`src/rtl/swctl_pkg.sv`:
```
// Shared constants, state encoding and register read mux
// for the DIP switch IO controller.
package swctl_pkg;

    localparam logic [1:0] SWCTL_ADDR_LO   = 2'b00;
    localparam logic [1:0] SWCTL_ADDR_STAT = 2'b01;
    localparam logic [1:0] SWCTL_ADDR_HI   = 2'b10;

    localparam logic PORT0 = 1'b0;
    localparam logic PORT1 = 1'b1;

    localparam int SW_W = 24;
    localparam int RD_W = 16;

    typedef enum logic {
        ST_IDLE  = 1'b0,
        ST_SERVE = 1'b1
    } swctl_state_t;

    function automatic logic [RD_W-1:0] swctl_reg_read(
        input logic [SW_W-1:0] stable,
        input logic            changed,
        input logic [1:0]      addr
    );
        logic [RD_W-1:0] d;
        d = '0;
        unique case (1'b1)
            addr == SWCTL_ADDR_LO:   d = stable[15:0];
            addr == SWCTL_ADDR_HI:   d = {8'h00, stable[23:16]};
            addr == SWCTL_ADDR_STAT: d = {15'b0, changed};
            default:                 d = '0;
        endcase
        return d;
    endfunction

endpackage

```
`src/rtl/switch_io_ctrl_debounce.sv`:
```
// Two-flop synchronizer plus saturating debounce counter;
// commit is high in the cycle a new stable value is taken.
module switch_debounce
    import swctl_pkg::*;
#(
    parameter int DEBOUNCE_CYCLES = 230000,
    parameter int CNT_W           = 18
) (
    input  logic            swctlclk,
    input  logic            swctlrst,
    input  logic [SW_W-1:0] sw_raw,
    output logic [SW_W-1:0] stable,
    output logic            commit
);

    localparam logic [CNT_W-1:0] CNT_LAST = CNT_W'(DEBOUNCE_CYCLES - 1);

    logic [SW_W-1:0]  sync1;
    logic [SW_W-1:0]  sync2;
    logic [SW_W-1:0]  cand;
    logic [CNT_W-1:0] cnt;
    logic             hold;
    logic             done;

    assign hold   = (sync2 == cand);
    assign done   = (cnt >= CNT_LAST);
    assign commit = hold && done && (cand != stable);

    always_ff @(posedge swctlclk or negedge swctlrst) begin
        if (!swctlrst) begin
            sync1  <= '0;
            sync2  <= '0;
            cand   <= '0;
            cnt    <= '0;
            stable <= '0;
        end else begin
            sync1 <= sw_raw;
            sync2 <= sync1;
            if (!hold) begin
                cand <= sync2;
                cnt  <= '0;
            end else if (!done) begin
                cnt <= cnt + 1'b1;
            end else if (commit) begin
                stable <= cand;
            end
        end
    end

endmodule

```
`src/rtl/switch_io_ctrl.sv`:
```
// Debounced switch snapshot with sticky change flag and a
// two-port round-robin req/ack read arbiter.
module switch_io_ctrl
    import swctl_pkg::*;
#(
    parameter int DEBOUNCE_CYCLES = 230000,
    parameter int CNT_W           = 18
) (
    input  logic            swctlclk,
    input  logic            swctlrst,
    input  logic [SW_W-1:0] sw_raw,
    input  logic            req0,
    input  logic [1:0]      addr0,
    output logic [RD_W-1:0] rdata0,
    output logic            ack0,
    input  logic            req1,
    input  logic [1:0]      addr1,
    output logic [RD_W-1:0] rdata1,
    output logic            ack1,
    output logic            sw_changed
);

    logic [SW_W-1:0] stable;
    logic            commit;

    swctl_state_t    state;
    swctl_state_t    state_nx;
    logic            grant;
    logic            gnt_q;
    logic [1:0]      addr_q;
    logic            rr;
    logic            serve0;
    logic            serve1;
    logic            stat_clr;
    logic [RD_W-1:0] rd_mux;
    logic [RD_W-1:0] rdata0_q;
    logic [RD_W-1:0] rdata1_q;

    switch_debounce #(
        .DEBOUNCE_CYCLES(DEBOUNCE_CYCLES),
        .CNT_W          (CNT_W)
    ) u_debounce (
        .swctlclk(swctlclk),
        .swctlrst(swctlrst),
        .sw_raw  (sw_raw),
        .stable  (stable),
        .commit  (commit)
    );

    always_ff @(posedge swctlclk or negedge swctlrst) begin
        if (!swctlrst) begin
            state <= ST_IDLE;
        end else begin
            state <= state_nx;
        end
    end

    always_comb begin
        state_nx = state;
        grant    = PORT0;
        unique case (state)
            ST_IDLE: begin
                if (req0 || req1) begin
                    state_nx = ST_SERVE;
                    grant    = (req0 && req1) ? rr : req1;
                end
            end
            ST_SERVE: state_nx = ST_IDLE;
            default:  state_nx = ST_IDLE;
        endcase
    end

    always_comb begin
        serve0   = (state == ST_SERVE) && (gnt_q == PORT0);
        serve1   = (state == ST_SERVE) && (gnt_q == PORT1);
        stat_clr = serve0 && (addr_q == SWCTL_ADDR_STAT);
        rd_mux   = swctl_reg_read(stable, sw_changed, addr_q);
        ack0     = serve0;
        ack1     = serve1;
        rdata0   = serve0 ? rd_mux : rdata0_q;
        rdata1   = serve1 ? rd_mux : rdata1_q;
    end

    // A commit landing on a status-read clear must win.
    always_ff @(posedge swctlclk or negedge swctlrst) begin
        if (!swctlrst) begin
            gnt_q      <= PORT0;
            addr_q     <= SWCTL_ADDR_LO;
            rr         <= PORT0;
            sw_changed <= 1'b0;
            rdata0_q   <= '0;
            rdata1_q   <= '0;
        end else begin
            if ((state == ST_IDLE) && (state_nx == ST_SERVE)) begin
                gnt_q  <= grant;
                addr_q <= grant ? addr1 : addr0;
            end
            if (serve0 || serve1) rr <= ~gnt_q;
            if (serve0) rdata0_q <= rd_mux;
            if (serve1) rdata1_q <= rd_mux;
            if (commit) begin
                sw_changed <= 1'b1;
            end else if (stat_clr) begin
                sw_changed <= 1'b0;
            end
        end
    end

endmodule

```
`config.mk`:
```
export PLATFORM = sky130hd
export DESIGN_NAME = switch_io_ctrl
export DESIGN_NICKNAME = d
export VERILOG_FILES = /design/src/rtl/swctl_pkg.sv /design/src/rtl/switch_io_ctrl_debounce.sv /design/src/rtl/switch_io_ctrl.sv
export SDC_FILE = /design/constraint.sdc
export NUM_CORES = 1
export LEC_CHECK = 0
export CORE_ASPECT_RATIO = 0.75
export CORE_UTILIZATION = 30
export CTS_BUF_LIST = sky130_fd_sc_hd__clkbuf_16
export CTS_CLUSTER_SIZE = 40
export DETAILED_ROUTE_END_ITERATION = 10
export HOLD_SLACK_MARGIN = 0.08
export PLACE_DENSITY_LB_ADDON = 0.15
export SYNTH_ARGS = -nofsm -noshare
export SYNTH_HDL_FRONTEND = slang
export SYNTH_SLANG_ARGS = --single-unit
export TNS_END_PERCENT = 10
```
`constraint.sdc`:
```
create_clock -name swctlclk -period 6.95 [get_ports swctlclk]
set_clock_uncertainty 0.15 [all_clocks]
set_input_delay 2.085 -clock swctlclk [delete_from_list [all_inputs] [get_ports swctlclk]]
set_output_delay 2.085 -clock swctlclk [all_outputs]
set_load 0.1 [all_outputs]
```
Word-level counts from Yosys, hierarchy flattened
Index checks and enable logic that the tools add are counted.
{"block": "totals", "reg_bits": 152, "input_bits": 32, "output_inout_bits": 35, "elab_cells": 46}
{"block": "op_classes", "addsub": 1, "n_lt_le_gt_ge": 1, "n_eq_ne": 5, "muxes": 13, "bitwise_logic": 2, "reduce_logical": 12}
{"op": "16-bit one-hot mux with 3 select lines", "count": 1}
{"op": "18-bit two-way mux", "count": 2}
{"op": "16-bit two-way mux", "count": 2}
{"op": "24-bit == test", "count": 1}
{"op": "24-bit != test", "count": 1}
{"op": "18-bit by 1-bit adder with 18-bit output, second input constant", "count": 1}
{"op": "18-bit >= comparator, second input constant", "count": 1}
{"op": "1-bit logical AND", "count": 7}
{"op": "1-bit two-way mux", "count": 6}
{"op": "3-bit AND reduction", "count": 1}
{"op": "2-bit by 1-bit == test with 1-bit output, second input constant", "count": 1}
{"op": "2-bit == test, second input constant", "count": 1}
{"op": "2-bit logical NOT", "count": 1}
{"op": "1-bit logical OR", "count": 2}
{"op": "2-bit two-way mux", "count": 1}
{"op": "2-bit != test, second input constant", "count": 1}
{"op": "1-bit NOT", "count": 2}
{"op": "1-bit one-hot mux with 2 select lines", "count": 1}
{"op": "2-bit nonzero test", "count": 1}

Depth between registers and ports, before layout
Gate-level depths: netlist of run 1.
{"block": "depth", "depth_word": 5, "mapped_depth": 7, "mapped_depth_nobuf": 7}

Hierarchy
A second synthesis of run 1 with hierarchy kept.
{"block": "unflattened", "hier_cells": 461, "hier_area_um2": 5987.0}
{"mod": "switch_debounce", "n_inst": 1, "cells_per_inst": 318, "area_each_um2": 4331.7, "seq_area_each_um2": 2852.7}
{"mod": "switch_io_ctrl", "n_inst": 1, "cells_per_inst": 143, "area_each_um2": 1655.3, "seq_area_each_um2": 950.9}

Least setup slack after synthesis of run 1
No wires, ideal clock.
{"block": "synth_timing", "path_type": "reg2out", "startpoint": "register sw_changed", "endpoint": "output port rdata0[0]", "t_arrival_ns": 3.305, "required_time_ns": 4.715, "slack_ns": 1.410, "stages_incl_launch_ff": 3, "path_buffers": 0, "path_cell_list": "dfrtp_1 -> a31oi_1 -> o21ai_0"}
{"block": "synth_between", "elab_chain_cells": 2}
{"item": "from (decl)", "line": "switch_io_ctrl.sv:20", "rtl": "output logic sw_changed"}
{"item": "from (signal assigned)", "line": "switch_io_ctrl.sv:90", "rtl": "sw_changed <= 1'b0;"}
{"item": "from (signal assigned)", "line": "switch_io_ctrl.sv:102", "rtl": "sw_changed <= 1'b1;"}
{"item": "from (signal assigned)", "line": "switch_io_ctrl.sv:104", "rtl": "sw_changed <= 1'b0;"}
{"item": "16-bit one-hot mux with 3 select lines", "line": "swctl_pkg.sv:27", "rtl": "unique case (1'b1)"}
{"item": "16-bit two-way mux", "line": "switch_io_ctrl.sv:80", "rtl": "rdata0 = serve0 ? rd_mux : rdata0_q;"}
{"item": "to (decl)", "line": "switch_io_ctrl.sv:14", "rtl": "output logic [RD_W-1:0] rdata0,"}
No other way between the ends.

Worst setup path after layout of run 1
{"block": "layout_timing", "startpoint": "register addr_q[1]", "endpoint": "output port rdata0[15]"}
{"block": "layout_between", "elab_chain_cells": 3, "word_cells_on_any_way": 5, "classes_between": "eq/ne: 2; mux: 2; reduce/logical: 1"}
{"item": "from (decl)", "line": "switch_io_ctrl.sv:30", "rtl": "logic [1:0] addr_q;"}
{"item": "from (signal assigned)", "line": "switch_io_ctrl.sv:96", "rtl": "addr_q <= grant ? addr1 : addr0;"}
{"item": "2-bit by 1-bit == test with 1-bit output (tied with other cells)", "line": "swctl_pkg.sv:30", "rtl": "addr == SWCTL_ADDR_STAT: d = {15'b0, changed};"}
{"item": "16-bit one-hot mux with 3 select lines *", "line": "swctl_pkg.sv:27"}
{"item": "16-bit two-way mux *", "line": "switch_io_ctrl.sv:80"}
Mark *: on every way between the ends. The rest lies on a longest branch, timed or not.

==> results.yml, run 1 <==
run_status:
  status: "finished, final reports clean"
worst_setup_path:
  reg2reg_depth: 7
  endpoint_kind: "primary output"
  crit_arrival_ps: 3090
  critPathBufInv: 1
  path_cells: "nor2_1, nand2_1, o21ai_0, clkdlybuf4s50_1"
  cp_slowest_cell: "clkdlybuf4s50_1"
  path_depth: 4
  worstSetupPathType: "reg -> out"
  critPathMaxStageDelay_ps: 1200
  cp_max_fo: 11
  worstPathRequired_ps: 4720
  start_kind: "flop"
  cp_top_family: "buffers and inverters"
finish:
  final_area_um2: 7303
  final_cell_count_no_fill: 763
  nFillCells: 1828
  most-common-layout-cells: "dfrtp_1, clkdlybuf4s50_1, xnor2_1"
  area_growth_pct: 24.14
  nets: 536
  diodes: 0
  drive_above_1_share_pct: 16.09
  final_common_cell: "dfrtp_1"
hold_path:
  hp-class: "reg -> reg"
  hold_depth: 0
timing:
  period_share_pct: 76.69
  period_minus_slack_ps: 5330
  setup-tns-final_ps: 0
  max_slew_margin_pct: 32.73
  rsz0062_at_grt: "false"
  fin_ws_ps: 1620
  finalSetupViolCount: 0
  maxSlewViolCount: 0
  worst_pin_slew_ps: 1006
  final-hold-violation-count: 0
  fmax_mhz: 187.6
floorplan:
  rows: 43
  ios: 67
  fp.dieW_um: 163.7
  core_region_area_um2: 18830
  die_area_um2: 20180
  dieHeight_um: 123.3
  initial_utilization_pct: 31.24
synthesis:
  netlist_instances: 448
  synth_seq_cells: 152
  synth_cell_types: 37
  yosysSeqAreaShare_pct: 64.65
  yosysWarnings: 0
  syn_area_per_cell_um2: 13.13
  syn_area_um2: 5883
  synth_nets: 481
cts:
  post_cts_buffers: 0
  root_buffer: "clkbuf_16"
  cts_htree_levels: 4
  holdBufCountCts: 0
  clock_sinks: 152
  cts_buffers: 17
  cts_resized: 0
  clkLatencyLatePin_ps: 420
  clockBufferDepth: 2
  path_clk_slew_ps: 60
  tritoncts: "yes"
global_route:
  grt_max_degree: 109
  antenna_found_initial: 0
  grt_usage_pct: 12.82
  grt_pass1_wl_mm: 19.38
  grt_overflow_total: 0
  grt_pass1_vias: 3448
power:
  p_total_uw: 1936
  power_density_nw_per_um2: 265.0
  ir_worst_vdd_uv: 138.8
  p_leak_uw: 0.003128
place:
  pre_cts_ws_ps: 2002
  gp_congestion: 0.7350
  io_buffers: 66
  dp_hpwl_mm: 8.007
  placed_cells: 731
  placed_area_um2: 6734
route:
  drt_iter0_markers: 154
  dr.pass1.iters: 4
  routedWlPerCell_um: 15.14
  viasPerCell: 4.334
  drc: 0
  ant_nets: 0
  routed_wl_mm: 11.55
  vias: 3307
job:
  maxCapViolCount: 0
## through the flow
step / utilization [%] / hold slack (ps)
global placement: 35.76 / 187.8
CTS: 38.78 / 198.4
detailed placement: 35.76 / 184.7
global route: 38.78 / 203.7
finish: 38.78 / 195.3
floorplan: - / 181.2
## where the power goes
part | total [uW] | switching (uW) | internal, uW
registers | 942 | 30.0 | 912
clock network | 883 | 382 | 500
logic | 111 | 65.5 | 45.2
## routing by layer
| layer | wire length (um) | vias up | track usage, % |
|---|---|---|---|
| li1 | - | 1604 | - |
| met4 | 126 | 0 | 4.340 |
| met2 | 4533 | 60 | 16.58 |
| met5 | 0 | - | 0 |
| met1 | 6354 | 1634 | 19.77 |
| met3 | 534 | 9 | 3.891 |
## synth_stat cells
library cell / n / area [um2]
dfrtp_1: 152 / 3804
xnor2_1: 51 / 446.7
nand2_1: 38 / 142.6
nor2_1: 33 / 123.9
clkbuf_1: 28 / 105.1
o21ai_0: 23 / 115.1
mux2_2: 19 / 214.0
mux2_4: 19 / 285.3
nand4_1: 17 / 106.4
xor2_1: 13 / 113.9
mux2i_1: 8 / 80.08
nand3_1: 5 / 25.02
a21oi_1: 4 / 20.02
and3_1: 4 / 25.02
inv_1: 4 / 15.01
and4_1: 3 / 26.28
nor4_1: 3 / 18.77
a31oi_1: 2 / 12.51
buf_1: 2 / 7.510
buf_6: 2 / 22.52
inv_2: 2 / 7.510
a211o_1: 1 / 8.760
a211o_2: 1 / 10.01
a211oi_4: 1 / 20.02
a21boi_2: 1 / 11.26
a21o_1: 1 / 7.510
and3_2: 1 / 7.510
and4_2: 1 / 10.01
and4b_1: 1 / 10.01
ha_1: 1 / 12.51
nand2b_1: 1 / 6.260
nor3_4: 1 / 16.27
nor3b_2: 1 / 12.51
o21a_1: 1 / 7.510
o21bai_1: 1 / 7.510
or3_2: 1 / 7.510
or4_4: 1 / 11.26
## final timing paths
| path | startpoint | end | slack (ps) |
|---|---|---|---|
| max in group asynchronous | swctlrst | u_debounce.sync1[1] | 3820 |
| min in group asynchronous | swctlrst | u_debounce.sync1[9] | 1620 |
| worst min-delay path | u_debounce.sync1[2] | u_debounce.sync2[2] | 200 |
| worst max register to register | u_debounce.cand[4] | u_debounce.stable[2] | 3550 |
| worst max-delay path | addr_q[1] | rdata0[15] | 1620 |
| worst min register to register | u_debounce.sync1[2] | u_debounce.sync2[2] | 200 |
## sequential cells by signal, summed over array words and instances, names as in the netlist
register,count
u_debounce.cnt,18
rr,1
u_debounce.sync1,24
u_debounce.cand,24
gnt_q,1
sw_changed,1
state,1
addr_q,2
u_debounce.sync2,24
rdata0_q,16
u_debounce.stable,24
rdata1_q,16
## final cells by class
type	instances	area (um2)	share of cell area, %
sequential	152	3804	52.08
multi-input combinational	258	1922	26.31
timing repair buffer	68	676.9	9.268
clock buffer	17	425.4	5.825
tap	247	309.0	4.232
clock inverter	15	143.9	1.970
inverter	6	22.52	0.3084
## worst register-to-register path, stage by stage, from the launching register on
cell      delay [ps]
dfrtp_1          440
xnor2_1          180
nand2_1           60
nor4_1           380
nand2_1          540
a211oi_4         740
buf_4            420
mux2_2           370
## cell families after synthesis
family	after synthesis	share of synthesized area (%)
xor+xnor	64	9.528
compound gates	36	3.743
simple gates	111	9.337
mux	46	9.847
fa+ha+maj	1	0.2126
flops	152	64.65
buf+inv	38	2.680
Note: power is estimated with default switching activity, not from simulation.
==> run 2: changes to the inputs <==
==> constraint.sdc (replaced) <==
create_clock -name swctlclk -period 4.8 [get_ports swctlclk]
set_clock_uncertainty 0.15 [all_clocks]
set_input_delay 1.44 -clock swctlclk [delete_from_list [all_inputs] [get_ports swctlclk]]
set_output_delay 1.44 -clock swctlclk [all_outputs]
set_load 0.1 [all_outputs]
==> run 2 against run 1 <==
Against the previous run:
- sequential share of layout area up 0.13 points
- worst setup slack worse by 690 ps
- final area down 0.24%
- register-to-register slack worse by 1900 ps
- count of clock-buffer cells in the layout unchanged
- total power up 52%
- non-clock buffer count up 1
- flip-flop and latch count unchanged
- critical path type unchanged
- largest cell class unchanged
==> results.yml, run 2 (same netlist as run 1, synthesis figures left out) <==
power:
  power_density_nw_per_um2: 404.6
  switching_share_pct: 21.94
  seq_power_share_pct: 46.3
  p_int_uw: 2301
  p_total_uw: 2947
  p_sw_uw: 646.7
  p_leak_uw: 0.003222
  pwr-share-comb_pct: 5.4
  ir_worst_vdd_uv: 169.1
  pwr-share-clk_pct: 48.3
finish:
  nFillCells: 1807
  drive_above_1_share_pct: 22.52
  final_area_um2: 7286
  diodes: 0
  most-common-layout-cells: "dfrtp_1, xnor2_1, nand2_1"
  finalCoreUtilization_pct: 38.69
  area_growth_pct: 23.84
  final_common_cell: "dfrtp_1"
  nets: 537
place:
  gp_congestion: 0.7505
  io_buffers: 66
  pre_cts_ws_ps: 1322
  placed_area_um2: 6656
  dp_hpwl_mm: 8.099
cts:
  cts_buffers: 17
  holdBufCountCts: 0
  clock_sinks: 152
  root_buffer: "clkbuf_16"
  clockBufferDepth: 2
  cts_resized: 0
  path_clk_slew_ps: 60
  cts_htree_levels: 4
  post_cts_buffers: 0
  tritoncts: "yes"
  clkLatencyLatePin_ps: 420
global_route:
  grt_overflow_total: 0
  antenna_found_initial: 0
  grt_pass1_wl_mm: 18.95
  grt_usage_pct: 12.70
  grt_pass1_vias: 3422
  grt_max_degree: 105
floorplan:
  die_area_um2: 20180
  dieHeight_um: 123.3
  rows: 43
  initial_utilization_pct: 31.24
  core_region_area_um2: 18830
  fp.dieW_um: 163.7
  ios: 67
worst_setup_path:
  endpoint_kind: "primary output"
  worstPathRequired_ps: 3210
  reg2reg_depth: 7
  start_kind: "flop"
  worstSetupPathType: "reg -> out"
  crit_arrival_ps: 2280
  cp_max_fo: 11
timing:
  fmax_mhz: 258.5
  finalSetupViolCount: 0
  worst_pin_slew_ps: 1009
  period_minus_slack_ps: 3868
  period_share_pct: 80.59
  fin_ws_ps: 931.8
  max_slew_margin_pct: 32.50
  final-hold-violation-count: 0
  rsz0062_at_grt: "false"
  maxSlewViolCount: 0
route:
  ant_nets: 0
  viasPerCell: 4.362
  drc: 0
  vias: 3324
  routedWlPerCell_um: 15.04
  routed_wl_mm: 11.46
  dr.pass1.iters: 4
  drt_iter0_markers: 159
hold_path:
  hold_depth: 0
  hp-class: "reg -> reg"
job:
  maxCapViolCount: 0
run_status:
  status: "finished, final reports clean"
-- run 2: changes by cell type in the layout (fill, tap and decap cells not counted), sizes merged --
cell,delta
clkinv,-1
clkdlybuf4s50,-34
buf,+35
clkinvlp,+1
bufinv,+4
inv,-6
-- run 2: power groups by stage --
stage / clock (uW) / combinational, uW / sequential [uW]
global placement: 0 / 161 / 1390
CTS: 1470 / 163 / 1370
global route: 1520 / 177 / 1370
floorplan: 0 / 109 / 1370
detailed placement: 0 / 162 / 1390
finish: 1420 / 159 / 1360
-- run 2: critical path, cell delays in order, from the launching register on --
cell and delay, ps:
dfrtp_1 560, nor2_1 490, nand2_1 160, o21ai_0 280
buf_4 360
-- run 2: path summary, 6_finish.rpt --
path                                      from                   end  slack [ps]
max                                  addr_q[1]             rdata1[9]         930
min                        u_debounce.sync1[2]   u_debounce.sync2[2]         200
max reg2reg                u_debounce.cand[13]  u_debounce.stable[1]        1660
min reg2reg                u_debounce.sync1[2]   u_debounce.sync2[2]         200
max in group asynchronous             swctlrst           rdata0_q[1]        2580
min in group asynchronous             swctlrst   u_debounce.sync1[9]        1000
-- run 2: layer usage --
| layer | share of wire (%) | track usage [%] | up-vias |
|---|---|---|---|
| met4 | 1.4 | 5.382 | 0 |
| met5 | 0 | 0 | - |
| met1 | 55 | 19.30 | 1644 |
| li1 | - | - | 1605 |
| met2 | 39 | 16.63 | 64 |
| met3 | 4.7 | 3.422 | 11 |
-- run 2: per-stage QoR --
| step | std cells | setup TNS [ps] | hold WS (ps) |
|---|---|---|---|
| after floorplan | 448 | -476.6 | 181.2 |
| after global placement | 732 | 0 | 187.6 |
| after detailed placement | 732 | 0 | 184.7 |
| after CTS | 762 | 0 | 198.5 |
| after global routing | 762 | 0 | 204.7 |
| final | 762 | 0 | 197.0 |
-- run 2: cell type report --
cell class | instances | area [um2] | area share, %
repair buffers | 69 | 599.3 | 8.226
clock inverters | 13 | 203.9 | 2.799
multi-input cells | 258 | 1922 | 26.38
flip-flops and latches | 152 | 3804 | 52.21
clock buffers | 17 | 425.4 | 5.839
inverters | 6 | 22.52 | 0.3091
well taps | 247 | 309.0 | 4.242
==> run 3: changes to the inputs <==
==> constraint.sdc (replaced) <==
create_clock -name swctlclk -period 3.23 [get_ports swctlclk]
set_clock_uncertainty 0.15 [all_clocks]
set_input_delay 0.969 -clock swctlclk [delete_from_list [all_inputs] [get_ports swctlclk]]
set_output_delay 0.969 -clock swctlclk [all_outputs]
set_load 0.1 [all_outputs]
==> run 3 against run 2 <==
Against the previous run:
- die area is the same
- total power rose by 39%
- count of clock-buffer cells in the layout unchanged
- sequential power grew 49%
- flip-flop and latch count stayed put
- clock power is 28% higher
- core utilization increased by 2.1 points
- cell count increased by 1.0%
- worst setup slack worse by 740 ps
==> results.yml, run 3 (same netlist as run 1, synthesis figures left out) <==
worst_setup_path:
  endpoint_kind: "primary output"
  cp_max_fo: 12
  reg2reg_depth: 6
  crit_arrival_ps: 1920
  start_kind: "flop"
  worstSetupPathType: "reg -> out"
  worstPathRequired_ps: 2110
cts:
  cts_htree_levels: 4
  clock_sinks: 152
  tritoncts: "yes"
  cts_buffers: 17
  root_buffer: "clkbuf_16"
  clockBufferDepth: 2
  holdBufCountCts: 0
  clkLatencyLatePin_ps: 420
  path_clk_slew_ps: 60
timing:
  finalSetupViolCount: 0
  fmax_mhz: 328.7
  final-hold-violation-count: 0
  period_share_pct: 94.18
  fin_hold_ws_ps: 197.1
  period_minus_slack_ps: 3042
  max_slew_margin_pct: 61.54
  worst_pin_slew_ps: 576.9
  rsz0062_at_grt: "false"
  maxSlewViolCount: 0
global_route:
  grt_pass1_wl_mm: 19.53
  grt_usage_pct: 13.04
  grt_overflow_total: 0
  grt_max_degree: 61
  antenna_found_initial: 0
  grt_pass1_vias: 3469
power:
  p_leak_uw: 0.003303
  pwr-share-comb_pct: 6.5
  p_sw_uw: 1035
  pwr-share-clk_pct: 44.2
  p_int_uw: 3077
  power_density_nw_per_um2: 535.1
  seq_power_share_pct: 49.3
  ir_worst_vdd_uv: 288.3
  switching_share_pct: 25.17
floorplan:
  die_area_um2: 20180
  core_region_area_um2: 18830
  ios: 67
  dieHeight_um: 123.3
  initial_utilization_pct: 31.24
  rows: 43
  fp.dieW_um: 163.7
finish:
  nFillCells: 1752
  final_common_cell: "dfrtp_1"
  diodes: 0
  nets: 543
  most-common-layout-cells: "dfrtp_1, xnor2_1, nand2_1"
  drive_above_1_share_pct: 24.28
  final_cell_count_no_fill: 770
  area_growth_pct: 30.60
route:
  routed_wl_mm: 11.63
  viasPerCell: 4.371
  ant_nets: 0
  routedWlPerCell_um: 15.10
  drt_iter0_markers: 188
  vias: 3366
  dr.pass1.iters: 5
  drc: 0
place:
  dp_hpwl_mm: 8.434
  gp_congestion: 0.7561
  placed_cells: 738
  io_buffers: 66
hold_path:
  hp-class: "reg -> reg"
  hold_depth: 0
job:
  maxCapViolCount: 0
run_status:
  status: "finished, final reports clean"
[run 3: changes by cell type in the layout (fill, tap and decap cells not counted), moves of 5 or more]
cell       before  now
buf_12          0   35
o21ai_0        22    5
inv_6           1    6
o21ai_1         1   17
buf_4          37    9
bufinv_16       5    0
[run 3: path summary, 6_finish.rpt]
kind,start,endpoint,slack (ps)
worst max-delay path,addr_q[0],rdata1[10],190
worst min-delay path,u_debounce.sync1[1],u_debounce.sync2[1],200
worst max register to register,u_debounce.cnt[12],u_debounce.stable[16],640
worst min register to register,u_debounce.sync1[1],u_debounce.sync2[1],200
max in group asynchronous,swctlrst,u_debounce.sync2[5],1820
min in group asynchronous,swctlrst,u_debounce.cnt[15],360
[run 3: layout make-up]
class                           instances  area (um2)  area share, %
Multi-Input combinational cell        258        1926          25.06
Clock buffer                           17       425.4          5.537
Clock inverter                         15       116.4          1.514
Inverter                                6       22.52         0.2931
Sequential cell                       152        3805          49.52
Tap cell                              247       309.0          4.022
Timing Repair Buffer                   75        1080          14.05
[run 3: through the flow]
stage	setup WS, ps	setup TNS (ps)	area [um2]	power, uW	utilization (%)
final	187.9	0	7684	4112	40.80
after global routing	28.41	0	7684	4297	40.80
after CTS	5.446	0	7682	4182	40.80
after detailed placement	473.0	0	7141	2338	37.92
after global placement	559.8	0	7141	2332	37.92
after floorplan	-438.1	-6310	5887	2195	-
[run 3: metal layers]
layer	global-route usage [%]	share of wire, %	up-vias	wire (um)
li1	-	-	1622	-
met1	20.28	55	1670	6382
met2	16.31	40	64	4636
met3	3.623	4.0	10	469
met4	5.729	1.2	0	140
met5	0	0	-	0
[run 3: worst max-delay path: stages (launching register included)]
cell     delay, ps
dfrtp_1        500
nor2_1         150
buf_4          160
nand2_1        120
o21ai_1        350
buf_12         230
[run 3: power by group through the flow]
| stage | Combinational [uW] | Sequential, uW | Clock (uW) |
|---|---|---|---|
| 2_1_floorplan | 164 | 2030 | 0 |
| 3_3_place_gp | 272 | 2060 | 0 |
| 3_5_place_dp | 274 | 2060 | 0 |
| 4_1_cts | 275 | 2030 | 1880 |
| 5_1_grt | 298 | 2040 | 1960 |
| 6_report | 268 | 2030 | 1820 |
[run 3: timing repair]
item                                    in CTS  in global routing
resized for setup                            0                  1
buffers inserted                             0                  0
endpoints found under the setup margin       0                  3
